### src/rtl/imem_boot_pkg.sv
// Shared state type, default widths and settle bounds for the instruction-memory boot loader.
package imem_boot_pkg;

    localparam int DEF_DATA_W     = 32;
    localparam int DEF_ADRS_W     = 11;
    localparam int DEF_SETTLE_CYC = 2;
    localparam int SETTLE_CYC_MIN = 1;
    localparam int SETTLE_CYC_MAX = 15;
    localparam int SETTLE_CNT_W   = 4;

    typedef enum logic [1:0] {
        IDLE   = 2'd0,
        LOAD   = 2'd1,
        SETTLE = 2'd2,
        RUN    = 2'd3
    } boot_state_e;

    // True when a load of count words starting at base stays inside a 2^adrs_w deep memory.
    function automatic logic load_fits(input int base, input int count, input int adrs_w);
        return (base + count) <= (1 << adrs_w);
    endfunction

endpackage

### src/rtl/imem_boot_loader_if.sv
// Word stream handshake plus instruction-memory write port; master is the loader side.
interface imem_boot_loader_if
    import imem_boot_pkg::*;
#(
    parameter int DATA_W = DEF_DATA_W,
    parameter int ADRS_W = DEF_ADRS_W
);

    logic [DATA_W-1:0] in_data;
    logic              in_valid;
    logic              in_ready;
    logic [DATA_W-1:0] w_instruction;
    logic              w_enable;
    logic [ADRS_W-1:0] w_adrs;

    modport master (
        input  in_data, in_valid,
        output in_ready, w_instruction, w_enable, w_adrs
    );

    modport slave (
        output in_data, in_valid,
        input  in_ready, w_instruction, w_enable, w_adrs
    );

endinterface

### src/rtl/loader_checksum.sv
// Running modulo-2^DATA_W sum of accepted words with a compare against an expected value.
// Only present when IMEM_BOOT_LOADER_CHECKSUM_EN is defined.
`ifdef IMEM_BOOT_LOADER_CHECKSUM_EN
module loader_checksum
    import imem_boot_pkg::*;
#(
    parameter int DATA_W = DEF_DATA_W
) (
    input  logic              clk,
    input  logic              resetn,
    input  logic              clear,
    input  logic              accept,
    input  logic [DATA_W-1:0] data,
    input  logic [DATA_W-1:0] expected_sum,
    output logic              match
);

    logic [DATA_W-1:0] sum;

    always_ff @(posedge clk or negedge resetn) begin
        if (!resetn) begin
            sum <= '0;
        end else if (clear) begin
            sum <= '0;
        end else if (accept) begin
            sum <= sum + data;
        end
    end

    assign match = (sum == expected_sum);

endmodule
`endif

### src/rtl/imem_boot_loader.sv
// Streams instruction words into the CPU's instruction memory, then settles and releases cpu_en.
// Optional checksum gate: define IMEM_BOOT_LOADER_CHECKSUM_EN.
module imem_boot_loader
    import imem_boot_pkg::*;
#(
    parameter int DATA_W     = DEF_DATA_W,
    parameter int ADRS_W     = DEF_ADRS_W,
    parameter int SETTLE_CYC = DEF_SETTLE_CYC
) (
    input  logic              clk,
    input  logic              resetn,
    input  logic              start,
    input  logic              stop,
    input  logic [ADRS_W-1:0] base_adrs,
    input  logic [ADRS_W:0]   word_count,
`ifdef IMEM_BOOT_LOADER_CHECKSUM_EN
    input  logic [DATA_W-1:0] expected_sum,
`endif
    imem_boot_loader_if.master bus,
    output logic              cpu_en,
    output logic              busy,
    output logic              done,
    output logic              error
);

    localparam logic [SETTLE_CNT_W-1:0] SETTLE_LAST = SETTLE_CNT_W'(SETTLE_CYC);
    localparam logic [ADRS_W:0]         REM_ONE     = (ADRS_W+1)'(1);

    boot_state_e             state_q, state_d;
    logic [ADRS_W-1:0]       addr_q, addr_d;
    logic [ADRS_W:0]         remaining_q, remaining_d;
    logic [SETTLE_CNT_W-1:0] settle_q, settle_d;
    logic                    w_enable_d;
    logic [DATA_W-1:0]       w_instruction_d;
    logic [ADRS_W-1:0]       w_adrs_d;
    logic                    error_d;
    logic                    accept;
    logic                    fits;
    logic                    start_ok;

    assign accept   = bus.in_valid & bus.in_ready;
    assign fits     = load_fits(int'(base_adrs), int'(word_count), ADRS_W);
    assign start_ok = start & ((word_count == '0) | fits);

`ifdef IMEM_BOOT_LOADER_CHECKSUM_EN
    logic sum_match;

    loader_checksum #(.DATA_W(DATA_W)) u_checksum (
        .clk          (clk),
        .resetn       (resetn),
        .clear        ((state_q == IDLE) & start_ok),
        .accept       (accept),
        .data         (bus.in_data),
        .expected_sum (expected_sum),
        .match        (sum_match)
    );
`endif

    always_ff @(posedge clk or negedge resetn) begin
        if (!resetn) begin
            state_q           <= IDLE;
            addr_q            <= '0;
            remaining_q       <= '0;
            settle_q          <= '0;
            bus.in_ready      <= 1'b0;
            bus.w_enable      <= 1'b0;
            bus.w_instruction <= '0;
            bus.w_adrs        <= '0;
            cpu_en            <= 1'b0;
            busy              <= 1'b0;
            done              <= 1'b0;
            error             <= 1'b0;
        end else begin
            state_q           <= state_d;
            addr_q            <= addr_d;
            remaining_q       <= remaining_d;
            settle_q          <= settle_d;
            bus.in_ready      <= (state_d == LOAD);
            bus.w_enable      <= w_enable_d;
            bus.w_instruction <= w_instruction_d;
            bus.w_adrs        <= w_adrs_d;
            cpu_en            <= (state_d == RUN);
            busy              <= (state_d == LOAD) || (state_d == SETTLE);
            done              <= (state_d == RUN);
            error             <= error_d;
        end
    end

    // The settle counter restarts on every SETTLE entry; RUN is reached SETTLE_CYC+1 edges later.
    always_comb begin
        state_d         = state_q;
        addr_d          = addr_q;
        remaining_d     = remaining_q;
        settle_d        = settle_q;
        w_enable_d      = 1'b0;
        w_instruction_d = bus.w_instruction;
        w_adrs_d        = bus.w_adrs;
        error_d         = error;

        case (state_q)
            IDLE: begin
                if (start) begin
                    if (word_count == '0) begin
                        error_d  = 1'b0;
                        settle_d = '0;
                        state_d  = SETTLE;
                    end else if (!fits) begin
                        error_d = 1'b1;
                    end else begin
                        addr_d      = base_adrs;
                        remaining_d = word_count;
                        error_d     = 1'b0;
                        state_d     = LOAD;
                    end
                end
            end

            LOAD: begin
                if (accept) begin
                    w_enable_d      = 1'b1;
                    w_instruction_d = bus.in_data;
                    w_adrs_d        = addr_q;
                    addr_d          = addr_q + ADRS_W'(1);
                    remaining_d     = remaining_q - REM_ONE;
                    if (remaining_q == REM_ONE) begin
                        settle_d = '0;
                        state_d  = SETTLE;
                    end
                end
            end

            SETTLE: begin
`ifdef IMEM_BOOT_LOADER_CHECKSUM_EN
                if ((settle_q == '0) && !sum_match) begin
                    error_d = 1'b1;
                    state_d = IDLE;
                end else
`endif
                if (settle_q == SETTLE_LAST) begin
                    state_d = RUN;
                end else begin
                    settle_d = settle_q + SETTLE_CNT_W'(1);
                end
            end

            RUN: begin
                if (stop) begin
                    state_d = IDLE;
                end
            end

            default: state_d = IDLE;
        endcase
    end

endmodule

### src/flat_wrapper.sv
// flat-port wrapper written by rule: the top's interface ports become plain ports
module imem_boot_loader_flat import imem_boot_pkg::*;
#(
    parameter int DATA_W     = DEF_DATA_W,
    parameter int ADRS_W     = DEF_ADRS_W,
    parameter int SETTLE_CYC = DEF_SETTLE_CYC
)
  (clk, resetn, start, stop, base_adrs, word_count, cpu_en, busy, done, error, bus_in_data, bus_in_valid, bus_in_ready, bus_w_instruction, bus_w_enable, bus_w_adrs);
  imem_boot_loader_if #(.DATA_W(DATA_W), .ADRS_W(ADRS_W)) bus_i ();
  input  logic clk;
  input  logic resetn;
  input  logic start;
  input  logic stop;
  input  logic [ADRS_W-1:0] base_adrs;
  input  logic [ADRS_W:0] word_count;
  output logic cpu_en;
  output logic busy;
  output logic done;
  output logic error;
  input wire logic [$bits(bus_i.in_data)-1:0] bus_in_data;
  input wire logic [$bits(bus_i.in_valid)-1:0] bus_in_valid;
  output wire logic [$bits(bus_i.in_ready)-1:0] bus_in_ready;
  output wire logic [$bits(bus_i.w_instruction)-1:0] bus_w_instruction;
  output wire logic [$bits(bus_i.w_enable)-1:0] bus_w_enable;
  output wire logic [$bits(bus_i.w_adrs)-1:0] bus_w_adrs;
  assign bus_i.in_data = bus_in_data;
  assign bus_i.in_valid = bus_in_valid;
  assign bus_in_ready = bus_i.in_ready;
  assign bus_w_instruction = bus_i.w_instruction;
  assign bus_w_enable = bus_i.w_enable;
  assign bus_w_adrs = bus_i.w_adrs;
  imem_boot_loader #(.DATA_W(DATA_W), .ADRS_W(ADRS_W), .SETTLE_CYC(SETTLE_CYC)) u_core (.clk(clk), .resetn(resetn), .start(start), .stop(stop), .base_adrs(base_adrs), .word_count(word_count), .bus(bus_i), .cpu_en(cpu_en), .busy(busy), .done(done), .error(error));
endmodule
### config.mk
export PLATFORM = sky130hd
export DESIGN_NAME = imem_boot_loader_flat
export DESIGN_NICKNAME = d
export VERILOG_FILES = /design/src/rtl/imem_boot_pkg.sv /design/src/rtl/imem_boot_loader_if.sv /design/src/rtl/loader_checksum.sv /design/src/rtl/imem_boot_loader.sv /design/src/flat_wrapper.sv
export SDC_FILE = /design/constraint.sdc
export NUM_CORES = 1
export LEC_CHECK = 0
export ABC_CLOCK_PERIOD_IN_PS = 3300
export BUFFER_PORTS_ARGS = -buffer_cell sky130_fd_sc_hd__buf_2
export CORE_ASPECT_RATIO = 0.8
export CORE_MARGIN = 5
export CORE_UTILIZATION = 45
export CTS_BUF_LIST = sky130_fd_sc_hd__clkbuf_4
export CTS_CLUSTER_DIAMETER = 120
export DETAILED_ROUTE_END_ITERATION = 7
export GPL_TIMING_DRIVEN = 1
export PLACE_DENSITY = 0.7
export SLEW_MARGIN = 20
export SYNTH_ARGS = -nofsm -noshare
export SYNTH_HDL_FRONTEND = slang
export SYNTH_SLANG_ARGS = --single-unit
### constraint.sdc
create_clock -name clk -period 3.3 [get_ports clk]
set_input_delay 0.33 -clock clk [delete_from_list [all_inputs] [get_ports clk]]
set_output_delay 0.33 -clock clk [all_outputs]
set_load 0.005 [all_outputs]
==> impl_metrics.tcl, run 1 <==
set metrics [dict create \
    grt_usage_pct 19.98 \
    vias 3887 \
    layout_commonest_cell "nand2_1" \
    die_area_um2 11280 \
    cts_resized 0 \
    hpwl_um 8004 \
    fmax_mhz 316.8 \
    worstHoldStart "bus_in_data[26]" \
    post-route-drc-count 0 \
    slew_headroom_pct 41.45 \
    arrival_ns 3.51 \
    ir_drop_v 0.0004027 \
    synthMuxAreaShare_pct 1.473 \
    async_flop_share_pct 100.0 \
    io_buffers 108 \
    stdcell_count 719 \
    crit_fanout 9 \
    place_congestion 0.9038 \
    boundaryPins 109 \
    synth.largest_area_cell "dfrtp_1" \
    drtIter0Drc 292 \
    grt_pass1_vias 3730 \
    min_path_type "input pin to flop" \
    cts_setup_buffers 0 \
    leakagePower_nw 2.616 \
    finalCriticalPeriod_ns 3.156 \
    die_x_um 117.5 \
    antenna_left 0 \
    ys_seq_area_share_pct 46.30 \
    postPlaceCellArea_um2 4950 \
    synthesis.area_um2 4161 \
    path_class "input pin to flop" \
    maxSlewViolCount 0 \
    layout_common_cells "nand2_1 (148), buf_2 (107), dfrtp_1 (77)" \
    finClkSkew_ns 0.007236 \
    syn_nets 560 \
    cts_made_buffers 9 \
    critPathRequiredTime_ns 3.66 \
    antenna_found_initial 0 \
    hold_buffers 0 \
    core_area_um2 9037 \
    synth_simple_gate_area_share_pct 24.53 \
    setup_violations 0 \
    met1_usage_pct 27.33 \
    root_buffer "clkbuf_4" \
    die_h_um 96.02 \
    end_kind "flop" \
    crit_start "base_adrs[0]" \
    routed_wl_um 11090 \
    synth-xor-area-share_pct 1.263 \
    status "completed" \
    grt_use_met2_pct 31.21 \
    ys_types 59 \
    r2r-start "u_core.remaining_q[3]" \
    synth_edf_count 0 \
    synth_fa_ha_area_share_pct 5.893 \
    hold_violations 0 \
    synth_top_cells_by_area "dfrtp_1 (46%), nand2_1 (13%), ha_1 (5.4%), a21oi_1 (2.8%), o21ai_0 (2.6%)" \
    hold_ws_ns 0.08076 \
    overflow 0 \
    grt_max_degree 78 \
    worst_pin_slew_ns 0.8783 \
    htree_levels 3 \
    synth_top_cell_area_share_pct 46.30 \
    stdcell_area_um2 5109 \
    final_net_count 680 \
    rsz0062_at_grt "no" \
    use_met3_pct 7.109 \
    tritoncts "yes" \
    maxCapViolations 0 \
    dr.pass1.iters 5 \
    synth_top_family_by_area "simple AND/OR/NAND/NOR gates" \
    clock_latency_ns 0.42 \
    yosys_most_used_dff "dfrtp_1" \
    synth_compound_area_share_pct 16.84 \
    drive_gt1_share_pct 27.32 \
    setup_tns_ns 0 \
    yosysWarnings 0 \
    dpl.cell_count 704 \
    ys_ff_latch 77 \
    power.density_nw_per_um2 759.8 \
    viasPerCell 5.406 \
    cp-start-kind "input pin" \
    fin_crit_sh_pct 95.65 \
    grt_pass1_wl_um 18310 \
    postSynthCellCount 481 \
    area_growth_pct 22.76 \
    busiest_layer "met2" \
    cts_max_path_buffers 2 \
    num_antenna_cells 0 \
    core.rowCount 31 \
    wl_per_cell_um 15.42 \
    start_util_pct 46.05 \
    clock_sinks 77 \
    syn_avg_cell_area_um2 8.652 \
    path_clk_slew_ns 0.12 \
]
stage by stage:
| step | power [mW] | util [%] | worst slack, ns |
|---|---|---|---|
| after floorplan | 2.640 | - | 0.06764 |
| after global placement | 3.227 | 54.77 | -0.1276 |
| after detailed placement | 3.285 | 54.77 | -0.2916 |
| after CTS | 3.911 | 56.38 | 0.1814 |
| after global routing | 4.234 | 56.53 | 0.03589 |
| final | 3.881 | 56.53 | 0.1435 |
cells by family (layout without fill, tap and decap cells):
logic type | count (synthesis) | count (layout)
adders and majority gates | 19 | 19
AOI/OAI and AO/OA | 106 | 106
and+or+nand+nor | 230 | 230
buffers and inverters | 37 | 160
xor gates and xnor gates | 6 | 6
DFF | 77 | 77
muxes | 6 | 6
area by class of cell:
type	instances	area [um2]
repair buffers	135	752.0
well taps	115	143.9
clock buffers	9	67.56
flip-flops and latches	77	1927
clock inverters	5	77.57
multi-input cells	367	2100
fillers	818	3929
inverters	11	41.29
where the power goes:
group | leakage (nW) | switching [mW] | internal (mW)
combinational | 1.59 | 0.859 | 0.693
sequential | 0.952 | 0.340 | 1.37
clock | 0.0776 | 0.320 | 0.296
total | 2.62 | 1.52 | 2.36
cell usage after synthesis (all sizes together) (3+ instances only):
| cell | count |
|---|---|
| a22oi | 12 |
| nor2 | 16 |
| o22ai | 4 |
| o21ai | 28 |
| a21oi | 23 |
| nand2b | 8 |
| a41oi | 4 |
| nor4 | 6 |
| nand4 | 3 |
| inv | 11 |
| o311ai | 3 |
| and3 | 3 |
| a21o | 3 |
| mux2i | 5 |
| nor2b | 4 |
| buf | 6 |
| nand2 | 149 |
| a31oi | 5 |
| nand3 | 18 |
| nor3 | 11 |
| clkbuf | 20 |
| ha | 18 |
| or4 | 3 |
| xnor2 | 4 |
| dfrtp | 77 |
sequential cells by signal (all words and copies together), names as in the netlist:
signal / cells
u_core.addr_q: 11
u_core.bus.in_ready: 1
u_core.bus.w_adrs: 11
u_core.bus.w_enable: 1
u_core.bus.w_instruction: 32
u_core.busy: 1
u_core.cpu_en: 1
u_core.error: 1
u_core.remaining_q: 12
u_core.settle_q: 4
u_core.state_q: 2
final timing paths:
kind / end / slack [ns] / depth (start not counted)
min: u_core.bus.w_instruction[26] / 0.08 / 3
max reg2reg: u_core.settle_q[1] / 0.33 / 7
min in group asynchronous: u_core.bus.w_instruction[23] / 0.47 / 2
max: u_core.addr_q[4] / 0.14 / 13
min reg2reg: u_core.bus.w_instruction[5] / 0.48 / 2
max in group asynchronous: u_core.bus.w_instruction[21] / 2.32 / 2
routing by layer:
metal / vias up / wire length [um]
li1: 1921 / -
met1: 1819 / 5101
met2: 140 / 5081
met3: 7 / 830
met4: 0 / 74
met5: - / 0
worst max-delay path, cell delays in order:
cell and delay, ns:
buf_2 0.11, ha_2 0.19, fa_2 0.37, a21o_1 0.20, a21oi_1 0.19, mux2i_1 0.10
or4_4 0.56, nor4_4 0.23, nand3b_1 0.17, a2111o_1 0.53, buf_4 0.23, a21oi_1 0.13
a2bb2oi_1 0.17
(Power assumes the default switching activity.)
==> run 2: changes to the inputs <==
--- a/config.mk
+++ b/config.mk
@@ -8,7 +8,6 @@
 export ABC_CLOCK_PERIOD_IN_PS = 3300
 export BUFFER_PORTS_ARGS = -buffer_cell sky130_fd_sc_hd__buf_2
 export CORE_ASPECT_RATIO = 0.8
-export CORE_MARGIN = 5
 export CORE_UTILIZATION = 45
 export CTS_BUF_LIST = sky130_fd_sc_hd__clkbuf_4
 export CTS_CLUSTER_DIAMETER = 120
==> run 2 against run 1 <==
Clock power shrank 26%. Total power shrank 4.1%. Highest routed layer unchanged. Clock-buffer cell count is the same. Critical endpoint unchanged.
==> impl_metrics.tcl, run 2 (same netlist as run 1, synthesis figures left out) <==
set metrics [dict create \
    pwr-share-comb_pct 41.9 \
    path_clk_slew_ns 0.12 \
    arrival_ns 3.52 \
    final_net_count 680 \
    top_regs "u_core.bus.w_instruction (32), u_core.remaining_q (12)" \
    slew_headroom_pct 35.45 \
    viasPerCell 5.402 \
    crit_fanout 14 \
    drive_gt1_share_pct 27.27 \
    power.total_mw 3.724 \
    critPathRequiredTime_ns 3.64 \
    start_util_pct 47.79 \
    maxCapViolations 0 \
    grt_pass1_wl_um 17050 \
    rrSetupSlack_ns 0.41 \
    p_seq_share_pct 45.8 \
    switchingPower_mw 1.513 \
    leakagePower_nw 2.588 \
    tritoncts "yes" \
    boundaryPins 109 \
    top_register "u_core.bus.w_instruction" \
    clock_latency_ns 0.42 \
    post-route-drc-count 0 \
    root_buffer "clkbuf_4" \
    rsz0062_at_grt "yes" \
    overflow 0 \
    path_class "input pin to flop" \
    layout_commonest_cell "nand2_1" \
    status "completed" \
    cp-start-kind "input pin" \
    power.density_nw_per_um2 736.3 \
    core.rowCount 30 \
    finalCriticalPeriod_ns 3.182 \
    postPlaceCellArea_um2 4946 \
    routed_wl_um 10650 \
    min_path_type "input pin to async pin" \
    layout_common_cells "nand2_1 (148), buf_2 (107), dfrtp_1 (77)" \
    fin_crit_sh_pct 96.43 \
    hpwl_um 7762 \
    num_antenna_cells 0 \
    die_x_um 109.5 \
    end_kind "flop" \
    stdcell_area_um2 5057 \
    multi_input_area_um2 2105 \
    die_h_um 88.02 \
    setup_violations 0 \
    largest_register_ffs 32 \
    power_frac_clock_pct 12.3 \
    antenna_found_initial 0 \
    htree_levels 3 \
    maxSlewViolCount 0 \
    die_area_um2 9639 \
    vias 3873 \
    antenna_left 0 \
    cts_max_path_buffers 2 \
    seqCellArea_um2 1927 \
    grt_usage_pct 23.03 \
    switching_share_pct 40.63 \
    wl_per_cell_um 14.85 \
    internal-power_mw 2.210 \
    place_congestion 0.9140 \
    io_buffers 108 \
    finClkSkew_ns 0.009422 \
    num-fill-cells 789 \
    area_growth_pct 21.53 \
    core_area_um2 8708 \
    hold_violations 0 \
    drtIter0Drc 214 \
    grt_max_degree 78 \
    clock_sinks 77 \
    dr.pass1.iters 4 \
    grt_pass1_vias 3534 \
    fmax_mhz 314.2 \
    worst_pin_slew_ns 0.9683 \
    ir_drop_v 0.0005168 \
    cts_made_buffers 9 \
]
-- run 2: layer usage --
metal | track usage [%] | wire length [um] | vias up
met4 | 6.545 | 153 | 0
met2 | 35.22 | 4807 | 119
li1 | - | - | 1923
met3 | 5.804 | 632 | 18
met1 | 32.42 | 5057 | 1813
met5 | 0 | 0 | -
-- run 2: worst paths after layout --
path	start	to	cells after the start
worst max-delay path	base_adrs[0]	u_core.addr_q[4]	13
worst min-delay path	resetn	u_core.bus.w_adrs[3]	1
worst max register to register	u_core.remaining_q[3]	u_core.settle_q[1]	7
worst min register to register	u_core.bus.w_instruction[20]	u_core.bus.w_instruction[20]	2
max in group asynchronous	resetn	u_core.bus.w_instruction[17]	1
min in group clk	bus_in_data[2]	u_core.bus.w_instruction[2]	3
-- run 2: critical path, cell delays in order --
cell	delay, ns
buf_2	0.11
ha_2	0.19
fa_2	0.37
xor2_1	0.18
a2111oi_2	0.26
o2111ai_1	0.17
or4_4	0.45
nor4_4	0.23
nand3b_1	0.15
a2111o_1	0.53
buf_4	0.23
a21oi_1	0.14
a2bb2oi_1	0.17
-- run 2: through the flow --
stage	setup TNS [ns]	worst slack, ns	hold slack [ns]	cells	util (%)
2_1_floorplan	0	0.06764	0.03441	481	-
3_3_place_gp	-1.946	-0.1575	0.4525	701	56.80
3_5_place_dp	-5.569	-0.3389	0.4571	701	56.80
4_1_cts	0	0.1610	0.04107	716	57.93
5_1_grt	-0.03142	-0.02265	0.05562	717	58.07
6_report	0	0.1177	0.04081	717	58.07
-- run 2: area by class of cell --
type | count | share of cell area [%]
timing repair buffer | 135 | 14.75
clock inverter | 6 | 0.6185
sequential | 77 | 38.10
multi-input combinational | 367 | 41.61
tap | 112 | 2.771
inverter | 11 | 0.8164
clock buffer | 9 | 1.336
-- run 2: power groups by stage --
stage	sequential, mW	clock (mW)	combinational (mW)
after global routing	1.76	0.515	1.77
after CTS	1.70	0.485	1.57
after floorplan	1.68	0	0.962
final	1.71	0.457	1.56
after detailed placement	1.71	0	1.56
after global placement	1.70	0	1.52
-- run 2: what timing repair did --
item                                    4_1_cts  5_1_grt
setup buffers                                 0        1
resized for setup                             0        1
hold buffers                                  0        0
endpoints found under the setup margin        0        1
==> run 3: changes to the inputs <==
--- a/config.mk
+++ b/config.mk
@@ -13,7 +13,7 @@
 export CTS_CLUSTER_DIAMETER = 120
 export DETAILED_ROUTE_END_ITERATION = 7
 export GPL_TIMING_DRIVEN = 1
-export PLACE_DENSITY = 0.7
+export PLACE_DENSITY_LB_ADDON = 0.12
 export SLEW_MARGIN = 20
 export SYNTH_ARGS = -nofsm -noshare
 export SYNTH_HDL_FRONTEND = slang
==> run 3 against run 2 <==
Total power grew 5.5%. Setup slack is essentially flat. Die area is the same. Fmax is essentially flat. Flip-flop and latch count is the same. Clock-buffer cell count grew 2. Largest cell class unchanged.
==> impl_metrics.tcl, run 3 (same netlist as run 1, synthesis figures left out) <==
set metrics [dict create \
    status "completed" \
    final_core_util_pct 59.77 \
    crit_fanout 8 \
    grt_pass1_vias 3567 \
    cp-start-kind "input pin" \
    slew_headroom_pct 36.18 \
    post-route-drc-count 0 \
    largest_register_ffs 32 \
    path_clk_slew_ns 0.12 \
    place_congestion 0.9130 \
    finalCriticalPeriod_ns 3.183 \
    die_h_um 88.02 \
    seqCellArea_um2 1927 \
    core.rowCount 30 \
    die_x_um 109.5 \
    start_util_pct 47.79 \
    arrival_ns 3.55 \
    power.density_nw_per_um2 754.8 \
    routed_wl_um 10980 \
    viasPerCell 5.421 \
    antenna_found_initial 0 \
    boundaryPins 109 \
    area_growth_pct 25.08 \
    hold_violations 0 \
    die_area_um2 9639 \
    num_antenna_cells 0 \
    overflow 0 \
    tritoncts "yes" \
    top_register "u_core.bus.w_instruction" \
    maxSlewViolCount 0 \
    num-fill-cells 813 \
    grt_usage_pct 23.80 \
    io_buffers 108 \
    wl_per_cell_um 15.06 \
    rsz0062_at_grt "no" \
    end_kind "flop" \
    setup_tns_ns 0 \
    fin_crit_sh_pct 96.45 \
    cts_made_buffers 9 \
    postPlaceCellArea_um2 5014 \
    clock_sinks 77 \
    dr.pass1.iters 5 \
    drive_gt1_share_pct 29.01 \
    ir_drop_v 0.0004271 \
    leakagePower_nw 2.675 \
    finClkSkew_ns 0.007220 \
    path_class "input pin to flop" \
    grt_pass1_wl_um 17350 \
    vias 3952 \
    critPathRequiredTime_ns 3.67 \
    top_regs "u_core.bus.w_instruction (32), u_core.remaining_q (12)" \
    multi_input_area_um2 2107 \
    stdcell_area_um2 5205 \
    min_path_type "input pin to async pin" \
    fmax_mhz 314.2 \
    setup_violations 0 \
    core_area_um2 8708 \
    clock_latency_ns 0.42 \
    final_net_count 691 \
    maxCapViolations 0 \
    htree_levels 3 \
    root_buffer "clkbuf_4" \
    hpwl_um 7949 \
    layout_commonest_cell "nand2_1" \
    cts_max_path_buffers 2 \
    grt_max_degree 78 \
    worst_pin_slew_ns 0.9574 \
    layout_common_cells "nand2_1 (148), buf_2 (107), dfrtp_1 (77)" \
    drtIter0Drc 261 \
    antenna_left 0 \
]
-- run 3: changes by cell type in the layout (fill, tap and decap cells not counted), sizes merged --
cell      before  now
clkinvlp       2    1
buf          135  146
bufinv         0    2
clkbuf         9   11
clkinv         4    2
-- run 3: worst paths after layout --
| check | startpoint | slack (ns) | to | depth (start not counted) |
|---|---|---|---|---|
| worst min-delay path | resetn | 0.04 | u_core.remaining_q[5] | 1 |
| min in group clk | bus_in_data[29] | 0.09 | u_core.bus.w_instruction[29] | 3 |
| worst min register to register | u_core.bus.w_instruction[6] | 0.48 | u_core.bus.w_instruction[6] | 2 |
| worst max-delay path | base_adrs[0] | 0.12 | u_core.busy | 14 |
| max in group asynchronous | resetn | 2.63 | u_core.state_q[1] | 1 |
| worst max register to register | u_core.remaining_q[3] | 0.31 | u_core.settle_q[3] | 8 |
-- run 3: repair_timing --
action / in CTS / in global routing
resized for setup: 0 / 3
hold buffers: 0 / 0
setup buffers: 0 / 3
endpoints found under the setup margin: 0 / 20
-- run 3: layer usage --
layer	routed length (um)	global-route usage, %	vias to the layer above
li1	-	-	1953
met3	648	6.324	8
met4	104	4.970	0
met2	4896	36.08	125
met1	5326	34.26	1866
met5	0	0	-
-- run 3: final cells by class --
type,count,area share [%]
clock buffer,11,1.587
timing repair buffer,146,15.99
clock inverter,5,1.442
tap,112,2.692
inverter,11,0.7933
multi-input combinational,367,40.48
sequential,77,37.02
-- run 3: worst max-delay path, stage by stage --
cell and delay, ns:
buf_2 0.11, ha_2 0.19, fa_2 0.37, xor2_1 0.17
a2111oi_2 0.27, o2111ai_1 0.17, or4_4 0.45, nor4_4 0.26
nand3b_1 0.16, a2111o_2 0.55, buf_4 0.18, nand2_2 0.07
ha_1 0.22, inv_1 0.05
-- run 3: per-stage QoR --
step                      hold slack (ns)  total power, mW  worst slack, ns  std cells
after floorplan                   0.03441            2.640          0.06764        481
after global placement             0.4529            3.238          -0.2409        710
final                             0.03666            3.929           0.1172        729
after CTS                         0.05943            3.949           0.1287        726
after global routing              0.04851            4.265          0.01752        729
after detailed placement           0.4570            3.292          -0.3553        710
-- run 3: report_power, final --
| group | switching, mW | internal [mW] | total (mW) | leakage [nW] |
|---|---|---|---|---|
| registers | 0.340 | 1.37 | 1.71 | 0.952 |
| clock network | 0.319 | 0.320 | 0.639 | 0.0822 |
| logic | 0.862 | 0.715 | 1.58 | 1.64 |
| total | 1.52 | 2.41 | 3.93 | 2.67 |
